$ cat src/rtl/instr_encoder.sv
// RV32I instruction encoder with LI pseudo expansion.
// Two-entry output holding stage with valid/ready handshakes.
module instr_encoder #(
    parameter int CNT_W = 16
) (
    input  logic             clk,
    input  logic             rst_n,
    input  logic             in_valid,
    output logic             in_ready,
    input  logic [3:0]       in_kind,
    input  logic [2:0]       in_funct3,
    input  logic             in_f7b5,
    input  logic [4:0]       in_rd,
    input  logic [4:0]       in_rs1,
    input  logic [4:0]       in_rs2,
    input  logic [31:0]      in_imm,
    output logic             out_valid,
    input  logic             out_ready,
    output logic [31:0]      out_instr,
    output logic             out_last,
    output logic             err,
    output logic [CNT_W-1:0] word_count
);

    localparam logic [6:0] OPC_OP     = 7'h33;
    localparam logic [6:0] OPC_OP_IMM = 7'h13;
    localparam logic [6:0] OPC_LOAD   = 7'h03;
    localparam logic [6:0] OPC_STORE  = 7'h23;
    localparam logic [6:0] OPC_BRANCH = 7'h63;
    localparam logic [6:0] OPC_JAL    = 7'h6F;
    localparam logic [6:0] OPC_JALR   = 7'h67;
    localparam logic [6:0] OPC_LUI    = 7'h37;
    localparam logic [6:0] OPC_AUIPC  = 7'h17;

    typedef enum logic [1:0] {
        S_EMPTY = 2'd0,
        S_ONE   = 2'd1,
        S_FIRST = 2'd2
    } state_t;

    state_t           state_q, state_d;
    logic [31:0]      instr_q, instr_d;
    logic [31:0]      pend_q, pend_d;
    logic             last_q, last_d;
    logic             err_q, err_d;
    logic [CNT_W-1:0] cnt_q, cnt_d;

    logic [31:0] enc_w0, enc_w1;
    logic        enc_two, enc_ill;
    logic        li_small;
    logic [19:0] li_hi;
    logic        accept, consume, load_new;

    // (imm + 0x800) >> 12 is imm[31:12] plus the carry out of imm[11]
    assign li_small = (in_imm[31:11] == {21{in_imm[11]}});
    assign li_hi    = in_imm[31:12] + {19'd0, in_imm[11]};

    always_comb begin
        enc_w0  = '0;
        enc_w1  = '0;
        enc_two = 1'b0;
        enc_ill = 1'b0;
        unique case (in_kind)
            4'd0: enc_w0 = {1'b0, in_f7b5, 5'd0, in_rs2, in_rs1,
                            in_funct3, in_rd, OPC_OP};
            4'd1: begin
                if (in_funct3 == 3'b001 || in_funct3 == 3'b101)
                    enc_w0 = {1'b0, in_f7b5, 5'd0, in_imm[4:0], in_rs1,
                              in_funct3, in_rd, OPC_OP_IMM};
                else
                    enc_w0 = {in_imm[11:0], in_rs1, in_funct3,
                              in_rd, OPC_OP_IMM};
            end
            4'd2: enc_w0 = {in_imm[11:0], in_rs1, in_funct3,
                            in_rd, OPC_LOAD};
            4'd3: enc_w0 = {in_imm[11:5], in_rs2, in_rs1, in_funct3,
                            in_imm[4:0], OPC_STORE};
            4'd4: enc_w0 = {in_imm[12], in_imm[10:5], in_rs2, in_rs1,
                            in_funct3, in_imm[4:1], in_imm[11], OPC_BRANCH};
            4'd5: enc_w0 = {in_imm[20], in_imm[10:1], in_imm[11],
                            in_imm[19:12], in_rd, OPC_JAL};
            4'd6: enc_w0 = {in_imm[11:0], in_rs1, 3'b000,
                            in_rd, OPC_JALR};
            4'd7: enc_w0 = {in_imm[31:12], in_rd, OPC_LUI};
            4'd8: enc_w0 = {in_imm[31:12], in_rd, OPC_AUIPC};
            4'd9: begin
                if (li_small) begin
                    enc_w0 = {in_imm[11:0], 5'd0, 3'b000,
                              in_rd, OPC_OP_IMM};
                end else begin
                    enc_w0  = {li_hi, in_rd, OPC_LUI};
                    enc_w1  = {in_imm[11:0], in_rd, 3'b000,
                               in_rd, OPC_OP_IMM};
                    enc_two = (in_imm[11:0] != 12'd0);
                end
            end
            default: enc_ill = 1'b1;
        endcase
    end

    always_ff @(posedge clk or negedge rst_n) begin
        if (!rst_n) begin
            state_q <= S_EMPTY;
            instr_q <= '0;
            pend_q  <= '0;
            last_q  <= 1'b0;
            err_q   <= 1'b0;
            cnt_q   <= '0;
        end else begin
            state_q <= state_d;
            instr_q <= instr_d;
            pend_q  <= pend_d;
            last_q  <= last_d;
            err_q   <= err_d;
            cnt_q   <= cnt_d;
        end
    end

    always_comb begin
        state_d = state_q;
        unique case (state_q)
            S_EMPTY: begin
                if (load_new)
                    state_d = enc_two ? S_FIRST : S_ONE;
            end
            S_ONE: begin
                if (consume) begin
                    if (load_new)
                        state_d = enc_two ? S_FIRST : S_ONE;
                    else
                        state_d = S_EMPTY;
                end
            end
            S_FIRST: begin
                if (consume)
                    state_d = S_ONE;
            end
            default: state_d = S_EMPTY;
        endcase
    end

    always_comb begin
        in_ready  = (state_q == S_EMPTY) ||
                    (state_q == S_ONE && out_ready);
        out_valid = (state_q != S_EMPTY);
        accept    = in_valid && in_ready;
        consume   = out_valid && out_ready;
        load_new  = accept && !enc_ill;

        instr_d = instr_q;
        pend_d  = pend_q;
        last_d  = last_q;
        err_d   = accept && enc_ill;
        cnt_d   = cnt_q + {{(CNT_W-1){1'b0}}, consume};

        if (state_q == S_FIRST && consume) begin
            instr_d = pend_q;
            last_d  = 1'b1;
        end else if (load_new) begin
            instr_d = enc_w0;
            pend_d  = enc_w1;
            last_d  = !enc_two;
        end
    end

    assign out_instr  = instr_q;
    assign out_last   = last_q;
    assign err        = err_q;
    assign word_count = cnt_q;

endmodule
$ cat config.mk
export PLATFORM = sky130hd
export DESIGN_NAME = instr_encoder
export DESIGN_NICKNAME = d
export VERILOG_FILES = /design/src/rtl/instr_encoder.sv
export SDC_FILE = /design/constraint.sdc
export NUM_CORES = 1
export LEC_CHECK = 0
export BUFFER_PORTS_ARGS = -buffer_cell sky130_fd_sc_hd__buf_4
export CELL_PAD_IN_SITES_DETAIL_PLACEMENT = 1
export CELL_PAD_IN_SITES_GLOBAL_PLACEMENT = 1
export CORE_MARGIN = 3
export CORE_UTILIZATION = 40
export DETAILED_ROUTE_END_ITERATION = 16
export PLACE_DENSITY = 0.87
export SYNTH_ARGS = -nofsm -noshare
export SYNTH_HDL_FRONTEND = slang
export SYNTH_SLANG_ARGS = --single-unit
export TNS_END_PERCENT = 50
$ cat constraint.sdc
create_clock -name clk -period 2.17 [get_ports clk]
set_input_delay 0 -clock clk [delete_from_list [all_inputs] [get_ports clk]]
set_output_delay 0 -clock clk [all_outputs]
set_load 0.005 [all_outputs]
==> After elaboration in Yosys (flattened, before gate mapping) <==
Index checks and enable logic that the tools add are counted.
{ "op_classes": {"n_eq_ne": 17, "multipliers": 0, "n_shift": 0, "n_div": 0, "order_cmp": 0, "n_bitwise": 1, "reduce_logical": 17, "addsub": 2, "n_mux": 18} }
{ "op_table": {"columns": ["operator", "count"], "rows": [
  ["32-bit one-hot mux with 10 select lines", 1],
  ["32-bit two-way mux", 6],
  ["20-bit by 1-bit adder with 20-bit output", 1],
  ["20-bit == test", 1],
  ["16-bit by 1-bit adder with 16-bit output", 1],
  ["4-bit by 3-bit == test with 1-bit output (second input constant)", 4],
  ["12-bit nonzero test", 1],
  ["2-bit two-way mux", 5],
  ["10-bit OR reduction", 1],
  ["4-bit by 2-bit == test with 1-bit output (second input constant)", 2],
  ["4-bit == test (second input constant)", 2],
  ["1-bit logical AND", 6],
  ["2-bit inequality test (second input constant)", 3],
  ["2-bit one-hot mux with 3 select lines", 1],
  ["1-bit two-way mux", 5],
  ["4-bit by 1-bit == test with 1-bit output (second input constant)", 1],
  ["4-bit logical NOT", 1],
  ["2-bit nonzero test", 2],
  ["3-bit by 1-bit == test with 1-bit output (second input constant)", 1],
  ["3-bit == test (second input constant)", 1],
  ["3-bit AND reduction", 1],
  ["2-bit by 1-bit == test with 1-bit output (second input constant)", 1],
  ["2-bit == test (second input constant)", 1],
  ["2-bit logical NOT", 1],
  ["other kinds (4)", 5]
]} }
{ "totals": {"out_inout_bits": 52, "rom_bits": 0, "elab_cells": 61, "latch_bits": 0, "ramBits": 0, "mem_count": 0, "reg_bits": 84} }

==> Logic depth before layout (Yosys ltp) <==
Gate-level depths: netlist of the first run.
{ "depth": {"depth_word": 8, "ltp_mapped": 8, "depth_no_buf": 8} }

==> Worst setup path after synthesis of the first run <==
OpenSTA, ideal clock, no wires.
{ "synth_path": {"path_type": "reg-to-reg", "startpoint": "register state_q[1]", "endpoint": "register cnt_q[12] (netlist: word_count[12])", "n_path_buf": 0, "setup_slack_ns": 0.262, "required_ns": 2.045, "synth_period_minus_slack_ns": 1.908, "arrival_time_ns": 1.782, "path_stages_with_launch": 9, "path_cell_list": "dfrtp_1 or2_2 and2_1 ha_1 ha_1 and3_1 nand2b_1 nor2_1 xor2_1"} }
{ "synth_between": {"elab_chain_len": 3} }
{ "synth_lines": {"columns": ["item", "line_no", "rtl"], "rows": [
  ["start, declared", "41", "state_t state_q, state_d;"],
  ["start signal, assigned", "110", "state_q <= state_d;"],
  ["2-bit nonzero test", "145", "out_valid = (state_q != S_EMPTY);"],
  ["net out_valid", "17", "output logic out_valid,"],
  ["1-bit logical AND", "147", "consume = out_valid && out_ready;"],
  ["16-bit by 1-bit adder with 16-bit output", "154", "cnt_d = cnt_q + {{(CNT_W-1){1'b0}}, consume};"],
  ["net cnt_d[12]", "46", "logic [CNT_W-1:0] cnt_q, cnt_d;"],
  ["end signal, assigned", "115", "cnt_q <= cnt_d;"],
  ["end, declared", "46", null]
]} }
The timed path passes the listed nets, and every way through them passes these cells.
A chain may end at the register's enable or synchronous reset.

==> Worst setup path in the final report of the first run <==
{ "layout_path": {"startpoint": "register state_q[1]", "endpoint": "register cnt_q[12] (netlist: word_count[12])"} }
{ "layout_between": {"elab_chain_len": 3} }
{ "layout_lines": {"columns": ["item", "line_no"], "rows": [
  ["2-bit nonzero test", "145"],
  ["1-bit logical AND", "147"],
  ["16-bit by 1-bit adder with 16-bit output", "154"],
  ["net cnt_d[12]", "46"]
]} }
The timed path passes the listed nets, and every way through them passes these cells.

==> results.yml, run 1 <==
sta:
  finalHoldViolations: 0
  hold_ws_ns: 0.01731
  tightest_slew_ns: 0.9032
  clock.fmax_mhz: 485.6
  slew_violations: 0
  rsz0062_at_grt: "no"
  finClkSkew_ns: 0.006332
  setup_tns_ns: 0
  maxSlewHeadroom_pct: 39.79
  fin_crit_ns: 2.059
  period_share_pct: 94.89
  setup_slack_ns: 0.1108
  setup_violations: 0
clock_tree:
  tritoncts: "done"
  max-clock-path-buffers: 2
  cts-htree-levels: 3
  insertion_delay_ns: 0.36
  clk_pin_slew_ns: 0.09
  numCtsBuffers: 9
  clock_sinks: 69
  cts_root_buf: "clkbuf_8"
final_layout:
  diodes: 0
  drive_gt1_share_pct: 25.58
  final_cells: 742
  final_nets: 664
  area_growth_pct: 30.76
  fin_area_mm2: 0.005766
pwr:
  swShare_pct: 32.50
  ir_drop_mv: 0.3427
  leakage_uw: 0.002572
  power_switching_uw: 1230
  clockPowerShare_pct: 30.2
  cellPowerDensity_mw_per_mm2: 656.7
  p_comb_share_pct: 27.2
  p_seq_share_pct: 42.6
  p_int_uw: 2556
grt:
  met1_usage_pct: 34.49
  grt_pass1_vias: 4832
  grt_pass1_wl_um: 27000
  use_met3_pct: 4.803
  grt_max_degree: 70
  met2_usage_pct: 46.36
  track_usage_pct: 27.29
  gr-max-usage-layer: "met2"
  antenna_found_initial: 0
  grt_overflow: 0
setup_path:
  required_ns: 2.41
  r2r_slack_ns: 0.11
  path_max_fanout: 8
  cp-start-kind: "register"
  worstSetupEndpointType: "register"
  cp_data_arrival_time_ns: 2.30
  critPathKind: "reg2reg"
drt:
  via_count: 4557
  drc: 0
  first_pass_iters: 5
  ant_nets: 0
  drt_iter0_drc: 463
  via_per_inst: 6.142
  routed_wl_um: 16850
  post_drt_wl_per_cell_um: 22.70
floorplan:
  core_mm2: 0.01051
  dieArea_mm2: 0.01232
  ioPinCount: 111
  die_y_um: 111.0
  fp.dieW_um: 111.0
  rows: 37
  start_util_pct: 41.96
placement:
  dpl_cell_area_mm2: 0.005376
  post-place-ws_ns: 0.1090
  dp_hpwl_um: 11550
  place_inst: 708
  place_congestion: 0.8714
  port_buffers: 110
synthesis:
  ys_dominant_reg_cell: "dfrtp_1"
  synth_seq_cells: 69
  syn_inst: 480
  ys_types: 61
  async_flop_share_pct: 100.0
  syn-mean-instance-area_um2: 9.186
  synth_edf_count: 0
  yosysSeqAreaShare_pct: 39.16
  syn-num-nets: 543
  ys_warn_count: 0
  netlist_area_mm2: 0.004409
job:
  cap_violations: 0
outcome:
  status: "complete, no violations"
worst_hold_path:
  min_path_type: "in2reg"
metal layers:
metal  up-vias  wire (um)
li1       2029          -
met1      2281       6871
met2       209       8358
met3        38       1084
met4         0        531
met5         -          0
critical path, cell delays in order, from the launching register on:
cell,delay [ns]
dfrtp_2,0.46
or2_2,0.32
and2_1,0.16
ha_1,0.21
ha_1,0.24
and3_1,0.20
nand2b_1,0.13
nor2_1,0.08
xor2_1,0.14
per-stage QoR:
| step | utilization [%] | power (uW) |
|---|---|---|
| finish | 54.86 | 3786 |
| global route | 54.86 | 3967 |
| CTS | 54.85 | 3766 |
| detailed placement | 51.16 | 2615 |
| global placement | 51.16 | 2558 |
| floorplan | - | 2024 |
state kept, by name (all words and copies together), names as in the netlist:
name,count
pend_q,18
word_count,16
err,1
out_last,1
state_q,2
out_instr,31
cell usage after synthesis, drive strengths merged (6+ instances only):
cell type / n / share of area [%]
a211oi: 10 / 1.7
a21oi: 24 / 2.7
a22o: 19 / 3.8
a22oi: 11 / 1.9
and2: 9 / 1.3
and3: 6 / 0.85
buf: 15 / 2.1
clkbuf: 20 / 1.7
dfrtp: 69 / 39
inv: 8 / 0.68
mux2i: 15 / 3.4
nand2: 39 / 3.3
nand3: 18 / 2.0
nand4: 7 / 0.99
nor2: 20 / 1.9
nor2b: 22 / 3.1
nor3: 8 / 0.91
nor4: 13 / 2.0
o211ai: 7 / 1.2
o21ai: 25 / 2.8
o221ai: 8 / 2.0
xnor2: 19 / 3.8
xor2: 15 / 3.0
area by class of cell:
cell class	instances	area, um^2
Inverter	8	30.03
Multi-Input combinational cell	368	2484
Clock buffer	10	137.6
Fill cell	1238	4743
Tap cell	136	170.2
Timing Repair Buffer	145	1146
Sequential cell	69	1728
Clock inverter	6	70.07
power by group through the flow:
stage	Clock, uW	Sequential [uW]	Combinational [uW]
4_1_cts	1140	1610	1020
3_5_place_dp	0	1630	985
2_1_floorplan	0	1610	412
5_1_grt	1220	1630	1110
3_3_place_gp	0	1620	937
6_report	1140	1610	1030
repair_timing:
action | 4_1_cts | 5_1_grt
endpoints found under the hold margin | 95 | 0
endpoints found under the setup margin | 0 | 2
resized for setup | 0 | 1
hold buffers | 18 | 0
setup buffers | 0 | 0
final timing paths:
path / cells past startpoint / to / startpoint
max: 8 / word_count[12]$_DFF_PN0_ / state_q[1]$_DFFE_PN0P_
min: 4 / out_instr[20]$_DFFE_PN0P_ / in_rs2[0]
max reg2reg: 8 / word_count[12]$_DFF_PN0_ / state_q[1]$_DFFE_PN0P_
min reg2reg: 1 / word_count[15]$_DFF_PN0_ / word_count[15]$_DFF_PN0_
max in group asynchronous: 2 / state_q[1]$_DFFE_PN0P_ / rst_n
min in group asynchronous: 2 / word_count[3]$_DFF_PN0_ / rst_n
logic make-up after synthesis:
kind of cell | count (synthesis) | synth area share, %
buf+inv | 43 | 4.512
compound gates | 145 | 23.67
xor+xnor | 34 | 6.754
mux | 15 | 3.405
simple gates | 170 | 21.37
fa+ha+maj | 4 | 1.135
flops | 69 | 39.16
placed cells by master (no fill, tap or decap), drive strengths merged, types with 8 or more instances in the layout:
master,n
a211oi,10
a21oi,24
a22o,19
a22oi,11
and2,9
buf,127
clkbuf,10
dfrtp,69
dlygate4sd3,18
inv,10
mux2i,15
nand2,39
nand3,18
nor2,20
nor2b,22
nor3,8
nor4,13
o21ai,25
o221ai,8
xnor2,19
xor2,15
No activity file was read; power rests on OpenSTA's default activity.
==> run 2, diff against run 1 <==
Settings changed: ABC_AREA set to 1, CORE_UTILIZATION 40 to 39, CTS_BUF_LIST set to sky130_fd_sc_hd__clkbuf_4, PLACE_DENSITY 0.87 to 0.9.
==> run 2 against run 1 <==
Hold slack better by 0.011 ns. Clock skew up 0.0066 ns. Critical endpoint unchanged. Sequential share of layout area down 1.5 points. Cell count up 26%. Combinational power up 15%.
==> results.yml, run 2 <==
setup_path:
  path_max_fanout: 3
  cp_cell_sequence: "nor2_1 > nor2_1 > ha_2 > ha_2 > nand3_2 > nor3_4 > nand3_2 > nor3_4 > nand2_1 > xnor2_1"
  critPathKind: "reg2reg"
  cp-start-kind: "register"
  worstSetupEndpointType: "register"
  cpPeakStageDelay_ns: 0.42
  cp_data_arrival_time_ns: 2.49
  crit_slowest_cell: "dfrtp_1"
  required_ns: 2.53
floorplan:
  start_util_pct: 40.32
  fp.dieW_um: 112.6
  core_mm2: 0.01098
  die_y_um: 112.6
  dieArea_mm2: 0.01267
  ioPinCount: 111
  rows: 38
synthesis:
  yosys-top-cells-area: "dfrtp_1 39%, nand2_1 15%, inv_1 7.0%, o21ai_0 5.1%, nor2_1 5.0%"
  yosysSeqAreaShare_pct: 38.99
  ys_dominant_reg_cell: "dfrtp_1"
  ys_warn_count: 0
  synth_seq_cells: 69
  syn_inst: 628
  synth_top_area_share_pct: 38.99
  async_flop_share_pct: 100.0
  synthTopCellsByCount: "177 x nand2_1, 83 x inv_1, 69 x dfrtp_1"
  syn-num-nets: 691
  synth_edf_count: 0
  netlist_area_mm2: 0.004428
  ys_types: 35
  syn-mean-instance-area_um2: 7.051
  synth_top_cell_by_area: "dfrtp_1"
  yosysMostFrequentCell: "nand2_1"
final_layout:
  largest_reg_flops: 31
  final_common_cell: "nand2_1"
  most-common-layout-cells: "176 x nand2_1, 124 x buf_4, 83 x inv_1, 69 x dfrtp_1, 57 x nor2_1"
  final_nets: 851
  utilization_pct: 55.29
  area_growth_pct: 37.13
  diodes: 0
  drive_gt1_share_pct: 22.32
drt:
  via_per_inst: 5.380
  routed_wl_um: 17430
  ant_nets: 0
  drt_iter0_drc: 288
  post_drt_wl_per_cell_um: 18.68
  first_pass_iters: 5
  via_count: 5020
  drc: 0
sta:
  clock.fmax_mhz: 470.6
  setup_violations: 0
  period_share_pct: 97.92
  finalHoldViolations: 0
  tightest_slew_ns: 0.8913
  maxSlewHeadroom_pct: 40.58
  finClkSkew_ns: 0.01297
  fin_crit_ns: 2.125
  slew_violations: 0
  setup_tns_ns: 0
  rsz0062_at_grt: "yes"
grt:
  antenna_found_initial: 0
  track_usage_pct: 27.68
  grt_max_degree: 70
  grt_pass1_vias: 5457
  grt_overflow: 0
  grt_pass1_wl_um: 27840
clock_tree:
  numCtsBuffers: 9
  max-clock-path-buffers: 2
  tritoncts: "done"
  cts-htree-levels: 3
  clk_pin_slew_ns: 0.12
  cts_root_buf: "clkbuf_4"
  insertion_delay_ns: 0.45
  clock_sinks: 69
worst_hold_path:
  min_path_type: "in2reg"
placement:
  dp_hpwl_um: 12370
  place_congestion: 0.8715
  port_buffers: 110
pwr:
  total_power_uw: 3796
  cellPowerDensity_mw_per_mm2: 625.2
  leakage_uw: 0.003126
  ir_drop_mv: 0.4262
job:
  cap_violations: 0
outcome:
  status: "complete, no violations"
## run 2: path summary, 6_finish.rpt
path | start | end | slack (ns) | cells past startpoint
min in group asynchronous | rst_n | word_count[3]$_DFF_PN0_ | 0.18 | 2
hold reg to reg | word_count[15]$_DFF_PN0_ | word_count[15]$_DFF_PN0_ | 0.49 | 1
setup reg to reg | state_q[0]$_DFFE_PN0P_ | word_count[12]$_DFF_PN0_ | 0.05 | 10
setup / recovery | state_q[0]$_DFFE_PN0P_ | word_count[12]$_DFF_PN0_ | 0.05 | 10
hold / removal | in_rs2[4] | out_instr[24]$_DFFE_PN0P_ | 0.03 | 6
max in group asynchronous | rst_n | out_instr[25]$_DFFE_PN0P_ | 1.38 | 2
## run 2: critical path: cells and delay by family (launching register included)
family,cells,cell delay (ns)
and+or+nand+nor,7,1.05
DFF,1,0.42
adders and majority gates,2,0.39
xor gates and xnor gates,1,0.18
## run 2: stage by stage
stage                     instance area [um^2]  hold slack [ns]  instances  setup slack [ns]
final                                     6072          0.02827        933           0.04524
after global routing                      6072          0.04408        933           -0.1211
after CTS                                 5992         0.002320        928           0.01717
after detailed placement                  5383           0.1698        868          -0.05881
after global placement                    5383           0.1620        868            0.1183
after floorplan                           4428          -0.2956        628            0.2649
## run 2: what timing repair did
action | 4_1_cts | 5_1_grt
pin swaps | 0 | 2
hold buffers | 44 | 0
gates resized for setup | 2 | 11
hold endpoints to repair | 115 | 0
buffers inserted | 0 | 5
setup endpoints to repair | 2 | 7
cloned | 0 | 0
## run 2: final cells by class
class | count | area [um^2]
Fill cell | 1390 | 4911
Clock inverter | 7 | 90.09
Timing Repair Buffer | 168 | 1371
Inverter | 87 | 326.6
Multi-Input combinational cell | 453 | 2315
Sequential cell | 69 | 1727
Tap cell | 140 | 175.2
Clock buffer | 9 | 67.56
## run 2: power by group
part | switching, uW | total, uW | internal, uW
clock | 497 | 957 | 460
combinational | 622 | 1180 | 561
sequential | 174 | 1660 | 1480
total | 1290 | 3800 | 2500
## run 2: cells by family (layout without fill, tap and decap cells)
| kind of cell | count (synthesis) | count (layout) | share of synthesized area, % |
|---|---|---|---|
| xor gates and xnor gates | 25 | 25 | 4.945 |
| DFF | 69 | 69 | 38.99 |
| buffers and inverters | 106 | 271 | 9.946 |
| AOI/OAI and AO/OA | 103 | 103 | 13.20 |
| and+or+nand+nor | 321 | 321 | 31.79 |
| adders and majority gates | 4 | 4 | 1.130 |
## run 2: metal layers
layer / vias up / track usage [%] / routed length [um]
met5: - / 0 / 0
met4: 0 / 11.62 / 517
met3: 41 / 3.935 / 842
met2: 182 / 48.58 / 8845
met1: 2463 / 33.88 / 7227
li1: 2334 / - / -
==> run 3, diff against run 2 <==
Clock period 2.17 ns to 2.2 ns, I/O delays scaled along.
==> run 3 against run 2 <==
Hold slack gained 0.0068 ns. Wire length decreased by 4.3%. Final area fell by 1.8%. Critical path type is now in2reg. Non-clock buffer count decreased by 10. Critical path depth rose by 3.
==> results.yml, run 3 (synthesized netlist as in run 2, its figures left out) <==
floorplan:
  ioPinCount: 111
  rows: 38
  fp.dieW_um: 112.6
  dieArea_mm2: 0.01267
  die_y_um: 112.6
  core_mm2: 0.01098
  start_util_pct: 40.32
placement:
  place_inst: 866
  dp_hpwl_um: 12450
  port_buffers: 110
  place_congestion: 0.9273
clock_tree:
  numCtsBuffers: 9
  clock_sinks: 69
  cts_root_buf: "clkbuf_4"
  clk_pin_slew_ns: 0.11
  cts-htree-levels: 3
  max-clock-path-buffers: 2
  insertion_delay_ns: 0.43
  tritoncts: "done"
drt:
  via_count: 4993
  routed_wl_um: 16690
  drt_iter0_drc: 341
  ant_nets: 0
  first_pass_iters: 4
  post_drt_wl_per_cell_um: 18.06
  via_per_inst: 5.404
  drc: 0
sta:
  rsz0062_at_grt: "yes"
  setup_violations: 0
  period_share_pct: 93.88
  finalHoldViolations: 0
  fin_crit_ns: 2.065
  finClkSkew_ns: 0.01197
  tightest_slew_ns: 0.9080
  clock.fmax_mhz: 484.2
  slew_violations: 0
  maxSlewHeadroom_pct: 39.47
grt:
  grt_overflow: 0
  grt_pass1_vias: 5230
  antenna_found_initial: 1
  track_usage_pct: 26.72
  grt_pass1_wl_um: 27060
  grt_max_degree: 70
setup_path:
  worstSetupEndpointType: "register"
  cp_common_cell: "nand2_1"
  critPathKind: "in2reg"
  path_buf_inv: 5
  crit_family: "buffers and inverters"
  path_max_fanout: 9
  cp_data_arrival_time_ns: 2.40
  cp-start-kind: "primary input"
  required_ns: 2.54
  cpPeakStageDelay_ns: 0.56
  crit_slowest_cell: "dlygate4sd3_1"
  cp_cell_sequence: "dlygate4sd3_1 > buf_4 > nand2_1 > inv_1 > nand2_1 > nand2_1 > nor2_2 > inv_1 > a22oi_1 > dlygate4sd3_1 > o21ai_0 > nand2_1 > nand2_1"
final_layout:
  drive_gt1_share_pct: 20.69
  fillers: 1418
  final_nets: 841
  largest_reg_flops: 31
  final_cells: 924
  most-common-layout-cells: "177 x nand2_1, 117 x buf_4, 83 x inv_1, 69 x dfrtp_1, 59 x nor2_1"
  utilization_pct: 54.32
  final_common_cell: "nand2_1"
  area_growth_pct: 34.73
worst_hold_path:
  min_path_type: "in2reg"
pwr:
  ir_drop_mv: 0.5273
  leakage_uw: 0.003085
  cellPowerDensity_mw_per_mm2: 616.6
  total_power_uw: 3678
job:
  cap_violations: 0
outcome:
  status: "complete, no violations"
-- run 3: final timing paths --
path / start / end / slack (ns) / cells past startpoint
setup / recovery: in_kind[1] / out_instr[14]$_DFFE_PN0P_ / 0.13 / 13
hold / removal: in_imm[11] / out_instr[31]$_DFFE_PN0P_ / 0.04 / 5
setup reg to reg: state_q[1]$_DFFE_PN0P_ / word_count[14]$_DFF_PN0_ / 0.18 / 10
hold reg to reg: word_count[15]$_DFF_PN0_ / word_count[15]$_DFF_PN0_ / 0.49 / 1
min in group asynchronous: rst_n / word_count[1]$_DFF_PN0_ / 0.23 / 2
max in group asynchronous: rst_n / pend_q[20]$_DFFE_PN0P_ / 1.38 / 2
-- run 3: layer usage --
metal | GRT usage, % | vias up | part of all wire [%]
met5 | 0 | - | 0
met4 | 10.26 | 0 | 2.4
met3 | 3.181 | 34 | 5.3
met2 | 46.96 | 190 | 51
met1 | 33.42 | 2448 | 41
li1 | - | 2321 | -
-- run 3: final cells by class --
cell class                 count  area, um^2  share of cell area, %
multi-input combinational    453        2293                  38.44
sequential                    69        1727                  28.94
timing repair buffer         158        1289                  21.60
inverter                      87       326.6                  5.474
tap                          140       175.2                  2.936
clock inverter                 6       77.57                  1.300
clock buffer                  10       75.07                  1.258
antenna                        1       2.502                0.04195
-- run 3: where the power goes --
part / switching (uW) / leakage, uW / internal, uW
combinational: 592 / 0.00211 / 537
clock: 459 / 0.0000852 / 463
sequential: 166 / 0.000889 / 1460
total: 1220 / 0.00309 / 2460
-- run 3: per-stage QoR --
step | setup WS, ns | area, um^2 | hold WS, ns | TNS [ns]
4_1_cts | 0.09891 | 5936 | 0.009720 | 0
2_1_floorplan | 0.2949 | 4428 | -0.2956 | 0
3_5_place_dp | 0.008320 | 5368 | 0.1692 | 0
3_3_place_gp | 0.1436 | 5368 | 0.1616 | 0
5_1_grt | -0.02707 | 5966 | 0.03002 | -0.02707
6_report | 0.1346 | 5966 | 0.03504 | 0
-- run 3: timing repair --
action,in CTS,in global routing
hold endpoints to repair,114,0
resized for setup,1,5
pin swaps,0,0
setup buffers,0,0
endpoints found under the setup margin,1,12
hold buffers,41,0
gates cloned,0,0
-- run 3: worst reg2reg max path, stage by stage, from the launching register on --
cell and delay (ns):
dfrtp_1 0.42, nor2_1 0.08, nor2_1 0.09, ha_1 0.17, ha_1 0.18, nand3_1 0.14
nor3_2 0.22, nand3_2 0.15, nor3_4 0.18, nand3_1 0.12, xor2_1 0.16
